[config.mk]
export PLATFORM = sky130hd
export DESIGN_NAME = color_dominance_classifier
export DESIGN_NICKNAME = d
export VERILOG_FILES = /design/src/rtl/color_pkg.sv /design/src/rtl/color_align.sv /design/src/rtl/color_dominance_classifier.sv
export SDC_FILE = /design/constraint.sdc
export NUM_CORES = 1
export LEC_CHECK = 0
export CORE_UTILIZATION = 56
export CTS_BUF_LIST = sky130_fd_sc_hd__clkbuf_4 sky130_fd_sc_hd__clkbuf_8
export CTS_CLUSTER_DIAMETER = 60
export CTS_CLUSTER_SIZE = 28
export DETAILED_ROUTE_END_ITERATION = 6
export PLACE_DENSITY_LB_ADDON = 0.3
export SETUP_SLACK_MARGIN = 0.2
export SYNTH_ARGS = -nofsm -noshare
export SYNTH_HDL_FRONTEND = slang
export SYNTH_SLANG_ARGS = --single-unit
[constraint.sdc]
create_clock -name P_clk -period 2 [get_ports P_clk]
set_input_delay 0.3 -clock P_clk [delete_from_list [all_inputs] [get_ports P_clk]]
set_output_delay 0.3 -clock P_clk [all_outputs]
set_load 0.02 [all_outputs]
[src/rtl/color_pkg.sv]
`default_nettype none
// ============================================================================
// Module      : color_pkg
// Description : Shared types and constants for the dominant-colour classifier
//               and the display path (result encoding, FSM states, alignment
//               width).
// Revision    : 1.0 - initial release
// ============================================================================
package color_pkg;

  // Width every colour component is left-aligned to before use.
  localparam int ALIGN_W = 8;

  // Classification result, as presented on the result port.
  typedef enum logic [1:0] {
    COLOR_NONE  = 2'd0,
    COLOR_RED   = 2'd1,
    COLOR_GREEN = 2'd2,
    COLOR_BLUE  = 2'd3
  } color_e;

  // Frame-scan controller states.
  typedef enum logic [2:0] {
    ST_IDLE   = 3'd0,
    ST_READ   = 3'd1,
    ST_DRAIN  = 3'd2,
    ST_DECIDE = 3'd3,
    ST_DONE   = 3'd4
  } state_e;

endpackage : color_pkg
`default_nettype wire

[src/rtl/color_align.sv]
`default_nettype none
// ============================================================================
// Module      : color_align
// Description : Combinational unpack of one {R,G,B} pixel and left-alignment
//               of each component to ALIGN_W bits (LSBs zero-filled), so that
//               channels of different widths share a common scale.
// Ports       : pix      - packed pixel, R in the MSBs
//               r8/g8/b8 - left-aligned components
// Revision    : 1.0 - initial release
// ============================================================================
module color_align
  import color_pkg::*;
#(
  parameter int R_W = 3,
  parameter int G_W = 3,
  parameter int B_W = 2
) (
  input  logic [R_W+G_W+B_W-1:0] pix,
  output logic [ALIGN_W-1:0]     r8,
  output logic [ALIGN_W-1:0]     g8,
  output logic [ALIGN_W-1:0]     b8
);

  localparam int c_pw = R_W + G_W + B_W;

  logic [R_W-1:0] w_r;
  logic [G_W-1:0] w_g;
  logic [B_W-1:0] w_b;

  assign w_r = pix[c_pw-1 -: R_W];
  assign w_g = pix[B_W+G_W-1 -: G_W];
  assign w_b = pix[B_W-1:0];

  // Shifting the zero-extended field keeps an 8-bit component legal
  // (shift of zero) without a zero-width replication.
  assign r8 = ALIGN_W'(w_r) << (ALIGN_W - R_W);
  assign g8 = ALIGN_W'(w_g) << (ALIGN_W - G_W);
  assign b8 = ALIGN_W'(w_b) << (ALIGN_W - B_W);

endmodule : color_align
`default_nettype wire

[src/rtl/color_dominance_classifier.sv]
`default_nettype none
// ============================================================================
// Module      : color_dominance_classifier
// Description : Scans one frame from the frame-buffer read port (one pixel per
//               clock), accumulates left-aligned per-channel sums and reports
//               the dominant channel behind a start/done handshake.
// Ports       : P_clk    - clock, rising edge
//               rst_n    - synchronous active-low reset
//               start    - one-cycle classify request (sampled in IDLE only)
//               data     - pixel {R,G,B} returned RD_LAT cycles after addr
//               addr     - frame-buffer read address
//               read_en  - high while addresses are issued
//               busy     - high in READ, DRAIN and DECIDE
//               done     - one-cycle pulse when result is valid
//               result   - 0 NONE, 1 RED, 2 GREEN, 3 BLUE
// Options     : COLOR_DARK_SKIP_EN - when defined, pixels whose aligned R, G
//               and B are all below DARK_TH are excluded from the sums.
// Revision    : 1.0 - initial release
// ============================================================================
module color_dominance_classifier
  import color_pkg::*;
#(
  parameter int AW     = 15,
  parameter int NPIX   = 25344,
  parameter int R_W    = 3,
  parameter int G_W    = 3,
  parameter int B_W    = 2,
  parameter int RD_LAT = 1,
  parameter int MARGIN = 0
`ifdef COLOR_DARK_SKIP_EN
  ,
  parameter logic [7:0] DARK_TH = 8'd32
`endif
) (
  input  logic                   P_clk,
  input  logic                   rst_n,
  input  logic                   start,
  input  logic [R_W+G_W+B_W-1:0] data,
  output logic [AW-1:0]          addr,
  output logic                   read_en,
  output logic                   busy,
  output logic                   done,
  output logic [1:0]             result
);

  // NPIX <= 2^AW and components <= 255 keep every sum below 2^(AW+8).
  localparam int c_sw = AW + ALIGN_W;
  localparam logic [c_sw:0] c_margin = (c_sw+1)'(MARGIN);

  state_e          r_state, w_state_nxt;
  logic [AW-1:0]   r_addr;
  logic [2:0]      r_drain;
  logic [RD_LAT-1:0] r_vld;
  logic [c_sw-1:0] r_sum_r, r_sum_g, r_sum_b;
  color_e          r_result, w_winner;

  logic [ALIGN_W-1:0] w_r8, w_g8, w_b8;
  logic               w_last_addr, w_acc_en;

  color_align #(.R_W(R_W), .G_W(G_W), .B_W(B_W)) u_align (
    .pix (data),
    .r8  (w_r8),
    .g8  (w_g8),
    .b8  (w_b8)
  );

  assign w_last_addr = (r_addr == AW'(NPIX - 1));

`ifdef COLOR_DARK_SKIP_EN
  assign w_acc_en = r_vld[RD_LAT-1] &&
                    !((w_r8 < DARK_TH) && (w_g8 < DARK_TH) && (w_b8 < DARK_TH));
`else
  assign w_acc_en = r_vld[RD_LAT-1];
`endif

  // ---------------- FSM ----------------
  always_ff @(posedge P_clk) begin
    if (!rst_n) r_state <= ST_IDLE;
    else        r_state <= w_state_nxt;
  end

  always_comb begin
    w_state_nxt = r_state;
    read_en     = 1'b0;
    busy        = 1'b0;
    done        = 1'b0;
    case (r_state)
      ST_IDLE:   if (start) w_state_nxt = ST_READ;
      ST_READ: begin
        read_en = 1'b1;
        busy    = 1'b1;
        if (w_last_addr) w_state_nxt = ST_DRAIN;
      end
      ST_DRAIN: begin
        busy = 1'b1;
        if (r_drain == 3'(RD_LAT - 1)) w_state_nxt = ST_DECIDE;
      end
      ST_DECIDE: begin
        busy        = 1'b1;
        w_state_nxt = ST_DONE;
      end
      ST_DONE: begin
        done        = 1'b1;
        w_state_nxt = ST_IDLE;
      end
      default:   w_state_nxt = ST_IDLE;
    endcase
  end

  // ---------------- valid pipeline ----------------
  // Bit k is set when the address issued k+1 cycles ago was valid; the top
  // bit lines up with the pixel currently on data.
  generate
    if (RD_LAT == 1) begin : g_vld_single
      always_ff @(posedge P_clk) begin
        if (!rst_n) r_vld <= '0;
        else        r_vld <= read_en;
      end
    end else begin : g_vld_multi
      always_ff @(posedge P_clk) begin
        if (!rst_n) r_vld <= '0;
        else        r_vld <= {r_vld[RD_LAT-2:0], read_en};
      end
    end
  endgenerate

  // ---------------- address, drain count, sums, result ----------------
  always_ff @(posedge P_clk) begin
    if (!rst_n) begin
      r_addr   <= '0;
      r_drain  <= '0;
      r_sum_r  <= '0;
      r_sum_g  <= '0;
      r_sum_b  <= '0;
      r_result <= COLOR_NONE;
    end else begin
      case (r_state)
        ST_IDLE:   r_addr <= '0;
        ST_READ: begin
          r_addr  <= w_last_addr ? '0 : r_addr + 1'b1;
          r_drain <= '0;
        end
        ST_DRAIN:  r_drain <= r_drain + 3'd1;
        ST_DECIDE: r_result <= w_winner;
        default:   r_addr <= '0;
      endcase

      if (r_state == ST_IDLE && start) begin
        r_sum_r <= '0;
        r_sum_g <= '0;
        r_sum_b <= '0;
      end else if (w_acc_en) begin
        r_sum_r <= r_sum_r + c_sw'(w_r8);
        r_sum_g <= r_sum_g + c_sw'(w_g8);
        r_sum_b <= r_sum_b + c_sw'(w_b8);
      end
    end
  end

  // ---------------- decision ----------------
  // One extra bit so adding the margin can never wrap.
  logic [c_sw:0] w_xr, w_xg, w_xb, w_mr, w_mg, w_mb;

  always_comb begin
    w_xr = {1'b0, r_sum_r};
    w_xg = {1'b0, r_sum_g};
    w_xb = {1'b0, r_sum_b};
    w_mr = w_xr + c_margin;
    w_mg = w_xg + c_margin;
    w_mb = w_xb + c_margin;
    w_winner = COLOR_NONE;
    if (w_xr > w_mg && w_xr > w_mb)      w_winner = COLOR_RED;
    else if (w_xg > w_mr && w_xg > w_mb) w_winner = COLOR_GREEN;
    else if (w_xb > w_mr && w_xb > w_mg) w_winner = COLOR_BLUE;
  end

  assign addr   = r_addr;
  assign result = r_result;

endmodule : color_dominance_classifier
`default_nettype wire

==> out/summary.log <==
qor: pwr.power.combinational.fraction 24.8%
qor: pwr.ir_worst_vdd 445.7 uV
qor: cells_and_area.layout-drive-gt1-share 43.73%
qor: cells_and_area.mostFrequentLayoutCell buf_4
qor: cts.cts_buffer_depth 2
qor: sta.setup-violations-final 21
qor: yosys.syn-mean-instance-area 8.306 um2
qor: worst_setup_path.worst_ep_required_time 2.30 ns
qor: floorplan.placementRows 33
qor: outcome.run_status finished, violations left
qor: yosys.yosys_warnings 0
qor: cells_and_area.layout.cells.most_common_list buf_4, nor2_1, dfxtp_2, nand2_1, ha_1
qor: yosys.post_synthesis_async_set_or_reset_flop_share 0%
qor: sta.final_hold_fails 0
qor: global_routing.grt_antenna_before_repair 0
qor: sta.fin_hold_ws 0.5250 ns
qor: global_routing.grt_first_pass_wirelength 23.58 mm
qor: worst_setup_path.r2r-start r_sum_g[9]
qor: routing.dr.first_iter.drc_count 934
qor: routing.drt-wirelength-per-cell 26.10 um
qor: worst_setup_path.cp.arrival 2.71 ns
qor: yosys.netlist_instances 583
qor: pwr.post-layout-total-power 0.003880 W
qor: routing.remaining_drc_errors 0
qor: floorplan.starting_density_of_the_core 58.34%
qor: yosys.ys_dominant_reg_cell dfxtp_1
qor: worst_setup_path.setup.reg_to_reg.worst_slack -0.41 ns
qor: flow_run.maxCapViolations 0
qor: floorplan.dieArea 9022 um2
qor: yosys.number_of_enable_flip_flop_cells_after_synthesis 0
qor: global_routing.grt_overflow_total 0
qor: min_path.startpoint_of_the_worst_hold_path r_sum_r[22]
qor: worst_setup_path.cp-start-kind register
qor: cts.clkTransAtPathRegs 0.09 ns
qor: cells_and_area.antenna_cells_inserted 0
qor: sta.timing_max_transition_violations_final 0
qor: routing.m1WireLength 7.430 mm
qor: worst_setup_path.end_kind register
qor: routing.drtAntennaViolNets 0
qor: placement.place_inst 810
qor: cts.clock_tree_from_tritoncts done
qor: sta.timing.final.crit_period 2.412 ns
qor: cts.inserted_clock_buffers 9
qor: pwr.power_density 527.4 nW/um2
qor: cts.cts.sink_count 77
qor: worst_setup_path.critical_path.max_fanout 3
qor: pwr.p_int 0.002558 W
qor: sta.layout_setup_ws -0.4120 ns
qor: routing.topRoutingLayerUsed met4
qor: yosys.share_of_the_yosys_chip_area_belonging_to_registers 31.83%
qor: sta.final.period_utilization 120.6%
qor: cells_and_area.final_util 88.63%
qor: global_routing.grt_max_degree 20
qor: yosys.ys_types 52
qor: routing.met2_length 9.998 mm
qor: floorplan.floorplan.die.width 94.99 um
qor: sta.tightest_slew 0.6652 ns
qor: routing.met3WireLength 2.675 mm
qor: pwr.clock_power_share 33.4%
qor: floorplan.io_pins 31
qor: cells_and_area.finalNonFillerCells 855
qor: pwr.leakagePower 3.055 nW
qor: sta.max_freq 414.6 MHz
qor: routing.drtPass1Iterations 7
qor: global_routing.gr-usage-all-layers 34.27%
qor: pwr.p_sw 0.001321 W
qor: sta.setup_repair_after_global_routing_missed_its_margin yes
qor: worst_setup_path.critical_path.reg2reg.endpoint result[1]
qor: placement.routabilityCongestion 0.9031
qor: routing.total_detailed_routing_wirelength 22.31 mm
qor: yosys.number_of_flip_flops_and_latches_in_the_synthesized_netlist 77
qor: routing.route.vias.total 5917
qor: placement.place_hpwl 9.622 mm
qor: cts.cts-htree-levels 3
qor: yosys.syn-num-nets 660
qor: sta.fin_skew 0.01003 ns
qor: worst_setup_path.r2r.worst_path.cells 9
qor: cells_and_area.design.final.nets 822
qor: floorplan.floorplan.core_area 8299 um2
qor: global_routing.number_of_global_route_vias_before_repair 5060
qor: floorplan.die_h 94.99 um
qor: yosys.synthesis.area 4842 um2
qor: sta.timing.max_slew.rel_slack 55.46%
qor: min_path.hold_depth 2
qor: routing.vias_per_cell 6.920
qor: worst_setup_path.setup.worst_path.class register to register
qor: placement.io_buffers 30
qor: min_path.worst_hold_path_type register to register
qor: pwr.share_seq_of_total_power 41.8%
qor: outcome.violations negative setup slack
qor: pwr.swShare 34.06%
qor: cts.clkLatencyLatePin 0.38 ns
qor: min_path.hold_endpoint r_sum_r[22]
qor: cts.ctsHoldBuffers 0
qor: cells_and_area.layout-area-overhead-vs-synth 51.91%
qor: cts.clk_root_buffer_cell clkbuf_8
how the worst max path moves through the flow:
| stage | startpoint | endpoint | slack [ns] | depth (start not counted) |
|---|---|---|---|---|
| floorplan | r_sum_g[11] | result[1] | 0.05 | 8 |
| global placement | data[5] | r_sum_r[19] | -0.40 | 10 |
| detailed placement | data[5] | r_sum_r[21] | -0.49 | 10 |
| CTS | r_sum_g[8] | result[1] | -0.12 | 8 |
| global route | r_sum_r[8] | result[1] | -0.43 | 9 |
| finish | r_sum_g[9] | result[1] | -0.41 | 9 |
state kept, by name (all words and copies together) (netlist names):
register / cells
addr: 15
r_drain: 3
r_state: 3
r_sum_b: 17
r_sum_g: 18
r_sum_r: 18
r_vld: 1
result: 2
critical path, stage by stage (launching register included):
cell	delay, ns
dfxtp_4	0.40
inv_2	0.08
ha_4	0.25
and4_4	0.15
and4bb_1	0.24
buf_4	0.16
buf_4	0.13
a22oi_1	0.46
a31oi_4	0.20
a211oi_2	0.25
stage by stage:
stage | TNS, ns | setup slack, ns | instance area, um2
floorplan | 0 | 0.04700 | 5034
global placement | -8.808 | -0.4033 | 6205
detailed placement | -11.29 | -0.4893 | 6205
CTS | -0.2327 | -0.1215 | 6765
global route | -3.498 | -0.4314 | 7356
finish | -2.529 | -0.4120 | 7356
final cells by class:
class	count	area, um2
fillers	267	943.4
well taps	105	131.4
clock inverters	6	62.56
inverters	52	202.7
flip-flops and latches	77	1615
clock buffers	10	131.4
multi-input cells	442	3864
repair buffers	163	1349
what timing repair did:
action	4_1_cts	5_1_grt
pin swaps	32	52
resized for setup	66	114
setup buffers	13	16
setup endpoints to repair	53	62
cell families after synthesis:
group / Yosys count / synth area share [%]
AOI/OAI and AO/OA: 92 / 12.43
xor gates and xnor gates: 50 / 9.044
adders and majority gates: 66 / 17.52
buffers and inverters: 64 / 5.065
DFF: 77 / 31.83
muxes: 4 / 0.8527
and+or+nand+nor: 230 / 23.26
cells in the mapped netlist, types with 8 or more instances:
cell / n / share of area [%]
a21oi_1: 33 / 3.4
and4_1: 8 / 1.4
dfxtp_1: 77 / 32
ha_1: 63 / 16
inv_1: 52 / 4.0
nand2_1: 42 / 3.3
nand3_1: 24 / 2.5
nand4_1: 20 / 2.6
nor2_1: 80 / 6.2
nor2b_1: 13 / 1.7
nor3_1: 13 / 1.3
o21ai_0: 16 / 1.7
xnor2_1: 34 / 6.1
xor2_1: 16 / 2.9
layer usage:
| layer | up-vias | track usage (%) |
|---|---|---|
| met5 | - | 0 |
| met2 | 610 | 58.99 |
| met3 | 248 | 6.602 |
| li1 | 2348 | - |
| met4 | 0 | 17.05 |
| met1 | 2711 | 40.48 |
power by group through the flow:
stage          registers (W)  logic (W)  clock network (W)
2_1_floorplan        0.00164   0.000412                  0
3_3_place_gp         0.00164   0.000660                  0
3_5_place_dp         0.00165   0.000684                  0
4_1_cts              0.00162   0.000736            0.00123
5_1_grt              0.00162   0.000994            0.00134
6_report             0.00162   0.000962            0.00130
(Power assumes the default switching activity.)
